===== config.mk =====
export PLATFORM = sky130hd
export DESIGN_NAME = mb_frame_writer_flat
export DESIGN_NICKNAME = d
export VERILOG_FILES = /design/src/rtl/mb_frame_writer_if.sv /design/src/rtl/mb_frame_writer.sv /design/src/flat_wrapper.sv
export SDC_FILE = /design/constraint.sdc
export NUM_CORES = 1
export LEC_CHECK = 0
export CAP_MARGIN = 40
export CORE_UTILIZATION = 40
export DETAILED_ROUTE_END_ITERATION = 7
export GPL_TIMING_DRIVEN = 0
export PLACE_DENSITY = 0.63
export RECOVER_POWER = 100
export REMOVE_ABC_BUFFERS = 1
export SLEW_MARGIN = 20
export SYNTH_ARGS = -nofsm -noshare
export SYNTH_HDL_FRONTEND = slang
export SYNTH_SLANG_ARGS = --single-unit

===== constraint.sdc =====
create_clock -name clkddr -period 8.55 [get_ports clkddr]
set_clock_uncertainty 0.1 [all_clocks]
set_input_delay 1.2825 -clock clkddr [delete_from_list [all_inputs] [get_ports clkddr]]
set_output_delay 1.2825 -clock clkddr [all_outputs]
set_load 0.005 [all_outputs]

===== src/rtl/mb_frame_writer_if.sv =====
// ---------------------------------------------------------------------------
// mb_frame_writer_pkg / ddr_if
//
// Purpose : Shared types and the DDR host-port bundle for the macroblock
//           frame writer.
//
// planar_yuv_s : byte base addresses of the Y, U and V planes of one frame
//                buffer (all 8-byte aligned).
//
// ddr_if modports
//   to_host   : client side (drives the request, samples busy)
//   from_host : DDR controller side (samples the request, drives busy)
//   addr[28:0]      word address
//   write / read    single-beat request strobes
//   acquire         client holds the port across a sequence of beats
//   burstcnt[7:0]   beats per request
//   byteenable[7:0] byte lane enables
//   wdata[63:0]     write data
//   busy            controller cannot accept the presented request
// ---------------------------------------------------------------------------
package mb_frame_writer_pkg;

    typedef struct packed {
        logic [28:0] y_adr;
        logic [28:0] u_adr;
        logic [28:0] v_adr;
    } planar_yuv_s;

endpackage

interface ddr_if;
    logic [28:0] addr;
    logic        write;
    logic        read;
    logic        acquire;
    logic [7:0]  burstcnt;
    logic [7:0]  byteenable;
    logic [63:0] wdata;
    logic        busy;

    modport to_host (
        output addr, write, read, acquire, burstcnt, byteenable, wdata,
        input  busy
    );

    modport from_host (
        input  addr, write, read, acquire, burstcnt, byteenable, wdata,
        output busy
    );
endinterface


===== src/rtl/mb_frame_writer.sv =====
// ---------------------------------------------------------------------------
// mb_frame_writer
//
// Purpose : Collects the eight 64-bit rows of a decoded 8x8 block (Y, U or V)
//           and writes each row as one single-beat DDR word at its raster
//           address in a planar YUV frame buffer.
//
// Ports
//   clkddr       DDR clock, all logic lives here
//   reset        synchronous, active-high
//   ddrif        DDR host port (ddr_if.to_host)
//   frame        plane base byte addresses, latched on pic_start
//   frame_width  luma width in pixels, latched on pic_start
//   pic_start    latch pulse for frame / frame_width
//   in_valid / in_ready / in_data   row word stream (byte 0 = leftmost pixel)
//   in_first     row 0 of a block, qualifies mb_x / mb_y / block_idx
//   mb_x, mb_y   macroblock column / row
//   block_idx    0-3 luma (raster in MB), 4 = U, 5 = V, 6/7 discarded
//   block_done   one-cycle pulse once the block is finished
//   idle         high while waiting for a new block
// ---------------------------------------------------------------------------
module mb_frame_writer
    import mb_frame_writer_pkg::*;
#(
    parameter logic [3:0] DDR_CORE_BASE = 4'b0011,
    parameter int         MAX_WIDTH     = 384
) (
    input  logic         clkddr,
    input  logic         reset,
    ddr_if.to_host       ddrif,
    input  planar_yuv_s  frame,
    input  logic [8:0]   frame_width,
    input  logic         pic_start,
    input  logic         in_valid,
    output logic         in_ready,
    input  logic [63:0]  in_data,
    input  logic         in_first,
    input  logic [4:0]   mb_x,
    input  logic [4:0]   mb_y,
    input  logic [2:0]   block_idx,
    output logic         block_done,
    output logic         idle
);

    localparam int STRIDE_W = $clog2(MAX_WIDTH + 1);

    typedef enum logic [1:0] {IDLE, COLLECT, WRITE, ISSUED} state_e;

    state_e               state_q, state_d;
    logic [63:0]          rowBuf_q [8];
    logic [2:0]           rowCnt_q;
    logic [2:0]           rIdx_q;
    logic [4:0]           mbX_q, mbY_q;
    logic [2:0]           blkIdx_q;
    logic [28:0]          blkBase_q;
    logic [STRIDE_W-1:0]  blkStride_q;
    logic [28:0]          rowAdr_q;
    planar_yuv_s          frameLat_q;
    logic [8:0]           widthLat_q;
    logic                 write_q;
    logic [28:0]          addr_q;
    logic [63:0]          wdata_q;
    logic                 blockDone_q;

    logic                 accept;
    logic                 lastRow;
    logic                 illegalBlk;
    planar_yuv_s          curFrame;
    logic [8:0]           curWidth;
    logic [28:0]          selBase;
    logic [STRIDE_W-1:0]  selStride;
    logic [28:0]          pxW, pyW, strideW, startAdr;

    assign accept     = in_valid && in_ready;
    assign lastRow    = (rowCnt_q == 3'd7);
    assign illegalBlk = (blkIdx_q[2:1] == 2'b11);

    // A block samples its plane base and stride on its first row. When
    // pic_start arrives in the same cycle, the incoming values are used
    // directly so the block does not pick up the previous picture.
    always_comb begin
        curFrame  = pic_start ? frame : frameLat_q;
        curWidth  = pic_start ? frame_width : widthLat_q;
        selBase   = curFrame.y_adr;
        selStride = STRIDE_W'(curWidth);
        if (block_idx == 3'd4) begin
            selBase   = curFrame.u_adr;
            selStride = STRIDE_W'(curWidth >> 1);
        end else if (block_idx == 3'd5) begin
            selBase   = curFrame.v_adr;
            selStride = STRIDE_W'(curWidth >> 1);
        end
    end

    // Byte address of row 0. Luma blocks sit on a 16-pixel MB grid with an
    // 8-pixel offset per block_idx bit; chroma planes are half resolution.
    always_comb begin
        strideW = 29'(blkStride_q);
        if (!blkIdx_q[2]) begin
            pxW = {20'd0, mbX_q, 4'd0} + {25'd0, blkIdx_q[0], 3'd0};
            pyW = {20'd0, mbY_q, 4'd0} + {25'd0, blkIdx_q[1], 3'd0};
        end else begin
            pxW = {21'd0, mbX_q, 3'd0};
            pyW = {21'd0, mbY_q, 3'd0};
        end
        startAdr = blkBase_q + pyW * strideW + pxW;
    end

    // State register.
    always_ff @(posedge clkddr) begin
        if (reset) begin
            state_q <= IDLE;
        end else begin
            state_q <= state_d;
        end
    end

    // Next-state logic. A new in_first always restarts collection, even on
    // what would have been the eighth row.
    always_comb begin
        state_d = state_q;
        case (state_q)
            IDLE: begin
                if (accept && in_first) begin
                    state_d = COLLECT;
                end
            end
            COLLECT: begin
                if (accept && !in_first && lastRow) begin
                    state_d = illegalBlk ? IDLE : WRITE;
                end
            end
            WRITE: begin
                state_d = ISSUED;
            end
            ISSUED: begin
                if (!ddrif.busy) begin
                    state_d = (rIdx_q == 3'd7) ? IDLE : WRITE;
                end
            end
            default: state_d = IDLE;
        endcase
    end

    // Output decode. in_ready is masked during reset so nothing is
    // accepted while the state is being forced.
    always_comb begin
        in_ready      = 1'b0;
        ddrif.acquire = 1'b0;
        idle          = 1'b0;
        case (state_q)
            IDLE: begin
                in_ready = !reset;
                idle     = 1'b1;
            end
            COLLECT: begin
                in_ready = !reset;
            end
            WRITE, ISSUED: begin
                ddrif.acquire = 1'b1;
            end
            default: ;
        endcase
    end

    assign ddrif.write      = write_q;
    assign ddrif.read       = 1'b0;
    assign ddrif.burstcnt   = 8'd1;
    assign ddrif.byteenable = 8'hff;
    assign ddrif.addr       = addr_q;
    assign ddrif.wdata      = wdata_q;
    assign block_done       = blockDone_q;

    // Row buffer; contents are don't-care until a block has been collected.
    always_ff @(posedge clkddr) begin
        if (accept && (in_first || state_q == COLLECT)) begin
            rowBuf_q[in_first ? 3'd0 : rowCnt_q] <= in_data;
        end
    end

    // Datapath: picture latch, block capture, row address walk and the
    // registered DDR request. The address advances by one stride per row,
    // so only row 0 needs the multiplier.
    always_ff @(posedge clkddr) begin
        if (reset) begin
            frameLat_q  <= '0;
            widthLat_q  <= '0;
            rowCnt_q    <= '0;
            rIdx_q      <= '0;
            mbX_q       <= '0;
            mbY_q       <= '0;
            blkIdx_q    <= '0;
            blkBase_q   <= '0;
            blkStride_q <= '0;
            rowAdr_q    <= '0;
            write_q     <= 1'b0;
            addr_q      <= '0;
            wdata_q     <= '0;
            blockDone_q <= 1'b0;
        end else begin
            blockDone_q <= 1'b0;
            if (pic_start) begin
                frameLat_q <= frame;
                widthLat_q <= frame_width;
            end
            if (accept) begin
                if (in_first) begin
                    mbX_q       <= mb_x;
                    mbY_q       <= mb_y;
                    blkIdx_q    <= block_idx;
                    blkBase_q   <= selBase;
                    blkStride_q <= selStride;
                    rowCnt_q    <= 3'd1;
                end else if (state_q == COLLECT) begin
                    rowCnt_q <= rowCnt_q + 3'd1;
                    if (lastRow) begin
                        rowAdr_q <= startAdr;
                        rIdx_q   <= 3'd0;
                        if (illegalBlk) begin
                            blockDone_q <= 1'b1;
                        end
                    end
                end
            end
            case (state_q)
                WRITE: begin
                    write_q <= 1'b1;
                    addr_q  <= {DDR_CORE_BASE, rowAdr_q[27:3]};
                    wdata_q <= rowBuf_q[rIdx_q];
                end
                ISSUED: begin
                    if (!ddrif.busy) begin
                        write_q <= 1'b0;
                        if (rIdx_q == 3'd7) begin
                            blockDone_q <= 1'b1;
                        end else begin
                            rIdx_q   <= rIdx_q + 3'd1;
                            rowAdr_q <= rowAdr_q + 29'(blkStride_q);
                        end
                    end
                end
                default: ;
            endcase
        end
    end

endmodule


===== src/flat_wrapper.sv =====
// flat-port wrapper written by rule: the top's interface ports become plain ports
module mb_frame_writer_flat import mb_frame_writer_pkg::*;
#(
    parameter logic [3:0] DDR_CORE_BASE = 4'b0011,
    parameter int         MAX_WIDTH     = 384
)
  (clkddr, reset, frame, frame_width, pic_start, in_valid, in_ready, in_data, in_first, mb_x, mb_y, block_idx, block_done, idle, ddrif_addr, ddrif_write, ddrif_read, ddrif_acquire, ddrif_burstcnt, ddrif_byteenable, ddrif_wdata, ddrif_busy);
  ddr_if ddrif_i ();
  input  logic clkddr;
  input  logic reset;
  input  planar_yuv_s frame;
  input  logic [8:0] frame_width;
  input  logic pic_start;
  input  logic in_valid;
  output logic in_ready;
  input  logic [63:0] in_data;
  input  logic in_first;
  input  logic [4:0] mb_x;
  input  logic [4:0] mb_y;
  input  logic [2:0] block_idx;
  output logic block_done;
  output logic idle;
  output wire logic [$bits(ddrif_i.addr)-1:0] ddrif_addr;
  output wire logic [$bits(ddrif_i.write)-1:0] ddrif_write;
  output wire logic [$bits(ddrif_i.read)-1:0] ddrif_read;
  output wire logic [$bits(ddrif_i.acquire)-1:0] ddrif_acquire;
  output wire logic [$bits(ddrif_i.burstcnt)-1:0] ddrif_burstcnt;
  output wire logic [$bits(ddrif_i.byteenable)-1:0] ddrif_byteenable;
  output wire logic [$bits(ddrif_i.wdata)-1:0] ddrif_wdata;
  input wire logic [$bits(ddrif_i.busy)-1:0] ddrif_busy;
  assign ddrif_addr = ddrif_i.addr;
  assign ddrif_write = ddrif_i.write;
  assign ddrif_read = ddrif_i.read;
  assign ddrif_acquire = ddrif_i.acquire;
  assign ddrif_burstcnt = ddrif_i.burstcnt;
  assign ddrif_byteenable = ddrif_i.byteenable;
  assign ddrif_wdata = ddrif_i.wdata;
  assign ddrif_i.busy = ddrif_busy;
  mb_frame_writer #(.DDR_CORE_BASE(DDR_CORE_BASE), .MAX_WIDTH(MAX_WIDTH)) u_core (.clkddr(clkddr), .reset(reset), .ddrif(ddrif_i), .frame(frame), .frame_width(frame_width), .pic_start(pic_start), .in_valid(in_valid), .in_ready(in_ready), .in_data(in_data), .in_first(in_first), .mb_x(mb_x), .mb_y(mb_y), .block_idx(block_idx), .block_done(block_done), .idle(idle));
endmodule

After elaboration in Yosys (flattened, before gate mapping):

Memory sizes are Yosys's and may differ from the RTL's. A register that Yosys moved wholly into a read port is not among the register bits.
Index checks and enable logic that the tools add are counted.

* add/subtract/negate cells: 7
* multiply operators: 1
* eq/ne operators: 11
* mux-type cells: 46
* reduce and logical (&&, ||, !) cells: 17

Operators with widths (count)
* two-way mux 29 bit: 11
* two-way mux 87 bit: 1
* adder 29 bit: 2
* two-way mux 3 bit: 10
* adder 29 x 9 -> 29 bit: 1
* multiplier 29 x 9 -> 29 bit: 1
* two-way mux 9 bit: 3
* adder 9 x 4 -> 10 bit: 2
* two-way mux 1 bit: 14
* == test 3 bit, second input constant: 4
* two-way mux 2 bit: 5
* one-hot mux 2 bit (4 select lines): 1
* adder 3 x 1 -> 3 bit, second input constant: 2
* == test 2 bit, second input constant: 3
* AND reduction 2 bit: 3
* logical AND 1 bit: 5
* inequality test 2 x 1 -> 1 bit, second input constant: 2
* nonzero test 2 bit: 2
* OR reduction 2 bit: 2
* AND reduction 3 bit: 1
* == test 2 x 1 -> 1 bit, second input constant: 1
* logical NOT 1 bit: 2
* logical NOT 2 bit: 1
* inequality test 2 bit, second input constant: 1
* other kinds (2): 2

* register bits after elaboration: 212
* bits in writable memories: 512
* bits of input ports: 179
* output and inout bits: 115
* word-level logic and storage cells: 99
* memories: 1

Memory list
* u_core.rowBuf_q: depth 8, bits a word 64, read ports 1, clocked after Yosys merged registers in 1, write ports 1, line mb_frame_writer.sv:50 `logic [63:0] rowBuf_q [8];`

Longest topological paths before layout:

* word-level depth: 12
* depth in mapped cells: 21
* mapped depth without buffers: 20

Worst setup path after synthesis:

Ideal clock, no wire load.

* path kind: input-to-reg
* start: in reset
* end: mem u_core.rowBuf_q[1][0], enable pin
* library setup time: 0.565 ns
* arrival time: 6.472 ns
* required time: 7.885 ns
* path slack: 1.414 ns
* stages on the path: 5
* buffers on the path: 1
* cells stage by stage: buf_2 -> nor4b_2 -> and2_1 -> nand2_1 -> nor3_1

* longest elaborated chain between the ends: 6

Ends and longest elaborated chain
* from (decl): line flat_wrapper.sv:10 `input logic reset;`
* logical NOT 1 bit: line mb_frame_writer.sv:153, mb_frame_writer.sv:157
* two-way mux 1 bit
* logical AND 1 bit: line mb_frame_writer.sv:74 `assign accept = in_valid && in_ready;`
* logical AND 1 bit: line mb_frame_writer.sv:176 `if (accept && (in_first || state_q == COLLECT)) begin`
* two-way mux 1 bit: line mb_frame_writer.sv:176
* two-way mux 1 bit: line mb_frame_writer.sv:177 `rowBuf_q[in_first ? 3'd0 : rowCnt_q] <= in_data;`
* to (decl): line mb_frame_writer.sv:50

No other way between the ends.

Worst setup path after layout:

* start: in reset
* end: mem u_core.rowBuf_q[7][45], enable pin

Same word-level chain as after synthesis.

==> metrics <==
total grt overflow=0; top-area cell type share of the netlist area=0.462; Place WS=roughly 2.5 ns; post_cts resized=0; layout cells sized above 1=0.116; maxcap violations=10; Commonest cells post-synth=edfxtp_1, dfxtp_1, nor2_1; Synth Instances=2382; Comb power frac=0.043; CTS Hold Bufs=0; average cell area after synthesis=approximately 14 µm²; Final Hold Violating Endpoints=0; worst slew pin tran=5.32 ns; final setup violation count=0; Net Sw Power=1.80 mW; Core Area=a little over 80000 µm²; status=finished with violations; H-tree depth=3; first-pass GRT wire length=125000 µm; Hold Path Class=register to register; number of buffers created by CTS=87; WP data required=8.71 ns; Lkg Pwr=approximately 14 nW; fmax=0.144 GHz; row cnt=105; Netlist cell types=70; WL/cell=21.0 µm; Primary FF master, synth=edfxtp_1; internal power=6.42 mW; Post-route DRC=0; Die H=291 µm; Reg2Reg Setup Slack=2.26 ns; failing checks=max-capacitance violations, max-slew violations; GRT Util Overall=0.192; post-route cell area=40300 µm²; CP Launch Type=input port; CTS sink count=783; Syn-to-layout area delta=21.0%; fraction of registers with async set/reset=0; Seq/Total Area, Yosys=0.624; RSZ-0062 raised after global routing=false; number of synthesized flops with an enable pin=512; TritonCTS clock tree=done; fin worst setup slack=1.59 ns; Post-CTS Setup Bufs=0; fin nets=2979; met1 track demand over resource=0.239; Post-DP HPWL=55400 µm; GR Util met2=0.332; sequential share of power=0.499; root buffer cell=clkbuf_16; placed cell area=38100 µm²; IO buf count=271; Peak supply drop=0.000156 V; vias per cell=~5.2; critical path peak fanout=101; Tcrit/Tclk final=0.814; Cell Area, Synth=33300 µm²; largest cells by area after synthesis=edfxtp_1, dfxtp_1, mux4_2; vias in the first global route=21100; Die X-Extent=between 200 and 300 µm; clock latency on the worst-skew pair=0.65 ns; Routed WL=80400 µm; Routed Antenna Nets=0; IO Count=around 300; initial antenna violation count=14; maximum clock path buffer count=3; post-route minimum period=approximately 7.0 ns; Synth area leader=edfxtp_1; Final Slew Violations=424; die footprint=84400 µm²; post-synthesis sequential element count=783; drt pass-1 iters=4; drt initial violations=1131; fillcell total=7056; PD cells=204 nW/µm²; Starting Density=0.405; Most Crowded Layer GR=met2; kind of critical path=input port to register; cell with the most instances after synthesis=edfxtp_1; clock input transition at the sequential cells of the worst setup and hold paths=roughly 0.06 ns; Placer Congestion=0.833; YS warnings=0; met3 GRT Util=0.0487; Sw Ratio=0.219; Crit. End Element=register; via count=20100; crit path DAT=7.11 ns; Rel. slew slack=-2.55; largest net degree at the start of global routing=119; clock share of power=0.458
==> state kept, by name, summed over array words and instances (netlist names) <==
| signal | cells |
|---|---|
| u_core.rowBuf_q | 512 |
| u_core.frameLat_q | 84 |
| u_core.ddrif.wdata | 64 |
| u_core.blkBase_q | 28 |
| u_core.rowAdr_q | 28 |
| u_core.ddrif.addr | 26 |
| u_core.blkStride_q | 9 |
| u_core.widthLat_q | 9 |
| u_core.mbX_q | 5 |
| u_core.mbY_q | 5 |
| u_core.blkIdx_q | 3 |
| u_core.rIdx_q | 3 |
| u_core.rowCnt_q | 3 |
| u_core.state_q | 2 |
| u_core.block_done | 1 |
| u_core.ddrif.write | 1 |
==> power by group through the flow <==
stage / Combinational, mW / Clock, mW / Sequential (mW)
2_1_floorplan: 0.156 / 0 / 4.17
3_3_place_gp: 0.371 / 0 / 4.18
3_5_place_dp: 0.369 / 0 / 4.18
4_1_cts: 0.371 / 3.86 / 4.10
5_1_grt: 0.397 / 4.01 / 4.10
6_report: 0.357 / 3.76 / 4.10
==> metal layers <==
layer  wire (µm)  share of wire
met4        1570          0.019
met3        4790          0.060
met5          76        0.00094
met1       33900           0.42
met2       40100           0.50
==> through the flow <==
step | util | hold WS (ns) | setup TNS [ns] | std cells | total power, mW
finish | 0.490 | 0.351 | 0 | 3838 | 8.22
global route | 0.490 | 0.373 | 0 | 3832 | 8.52
CTS | 0.499 | 0.358 | 0 | 3828 | 8.33
detailed placement | 0.463 | 0.349 | 0 | 3665 | 4.55
global placement | 0.446 | 0.347 | -5992.99 | 3584 | 4.55
floorplan | - | 0.343 | 0 | 2243 | 4.33
==> cell usage in the layout, fill, tap and decap left out, types with 7 or more instances in the layout <==
| cell type | netlist | layout |
|---|---|---|
| edfxtp_1 | 512 | 512 |
| xnor2_1 | 16 | 16 |
| a311oi_1 | 8 | 8 |
| nand2b_1 | 37 | 37 |
| nand3_1 | 19 | 17 |
| o22ai_1 | 9 | 9 |
| mux2i_1 | 161 | 161 |
| a21oi_1 | 75 | 75 |
| clkbuf_1 | 86 | 83 |
| xor2_1 | 7 | 7 |
| nand2_1 | 199 | 199 |
| nor2b_1 | 8 | 7 |
| clkbuf_8 | 0 | 9 |
| conb_1 | 2 | 19 |
| clkinvlp_4 | 0 | 9 |
| dlygate4sd3_1 | 0 | 161 |
| clkbuf_16 | 0 | 88 |
| a31oi_1 | 34 | 34 |
| clkdlybuf4s50_1 | 0 | 107 |
| diode_2 | 0 | 7 |
| dfxtp_1 | 271 | 269 |
| nor3_1 | 9 | 10 |
| a21o_1 | 9 | 9 |
| and3_1 | 9 | 9 |
| ha_1 | 65 | 65 |
| clkinv_2 | 0 | 20 |
| nor2_1 | 249 | 249 |
| fa_1 | 48 | 48 |
| o21ai_0 | 29 | 30 |
| mux4_2 | 132 | 132 |
| mux2_2 | 11 | 9 |
| a211oi_1 | 96 | 96 |
| buf_16 | 0 | 7 |
| and2_1 | 33 | 31 |
| inv_1 | 90 | 90 |
| nand3b_1 | 19 | 19 |
==> cell type report <==
cell class / count / area (µm²) / area share
sequential: 783 / 20800 / 0.516
timing repair buffer: 355 / 3320 / 0.0824
inverter: 91 / 342 / 0.00847
clock buffer: 112 / 2380 / 0.0591
antenna: 7 / 17.5 / 0.000435
clock inverter: 51 / 573 / 0.0142
tap: 1070 / 1340 / 0.0332
multi-input combinational: 1369 / 11500 / 0.286
==> worst max-delay path, cell delays in order <==
cell and delay [ns]:
buf_8 0.21, buf_16 0.28, nor4b_1 0.81, and2_0 0.29, nand2_1 0.14, nor2_1 1.07
clkbuf_1 0.85, clkbuf_1 1.06, clkbuf_1 0.94
==> path summary, 6_finish.rpt <==
kind	from	endpoint	cells after the start
setup reg to reg	u_core.blkIdx_q[2]	u_core.rowAdr_q[24]	19
hold / removal	u_core.ddrif.addr[17]	u_core.ddrif.addr[17]	2
hold reg to reg	u_core.ddrif.addr[17]	u_core.ddrif.addr[17]	2
setup / recovery	reset	u_core.rowBuf_q[7][45]	9
==> cells by family after synthesis <==
kind of cell | share of synthesized area
other cells | 0.000225
compound gates | 0.0607
fa+ha+maj | 0.0533
simple gates | 0.0814
buf+inv | 0.0315
mux | 0.142
xor+xnor | 0.00605
flops | 0.624
Power figures use the tool's default switching activity.
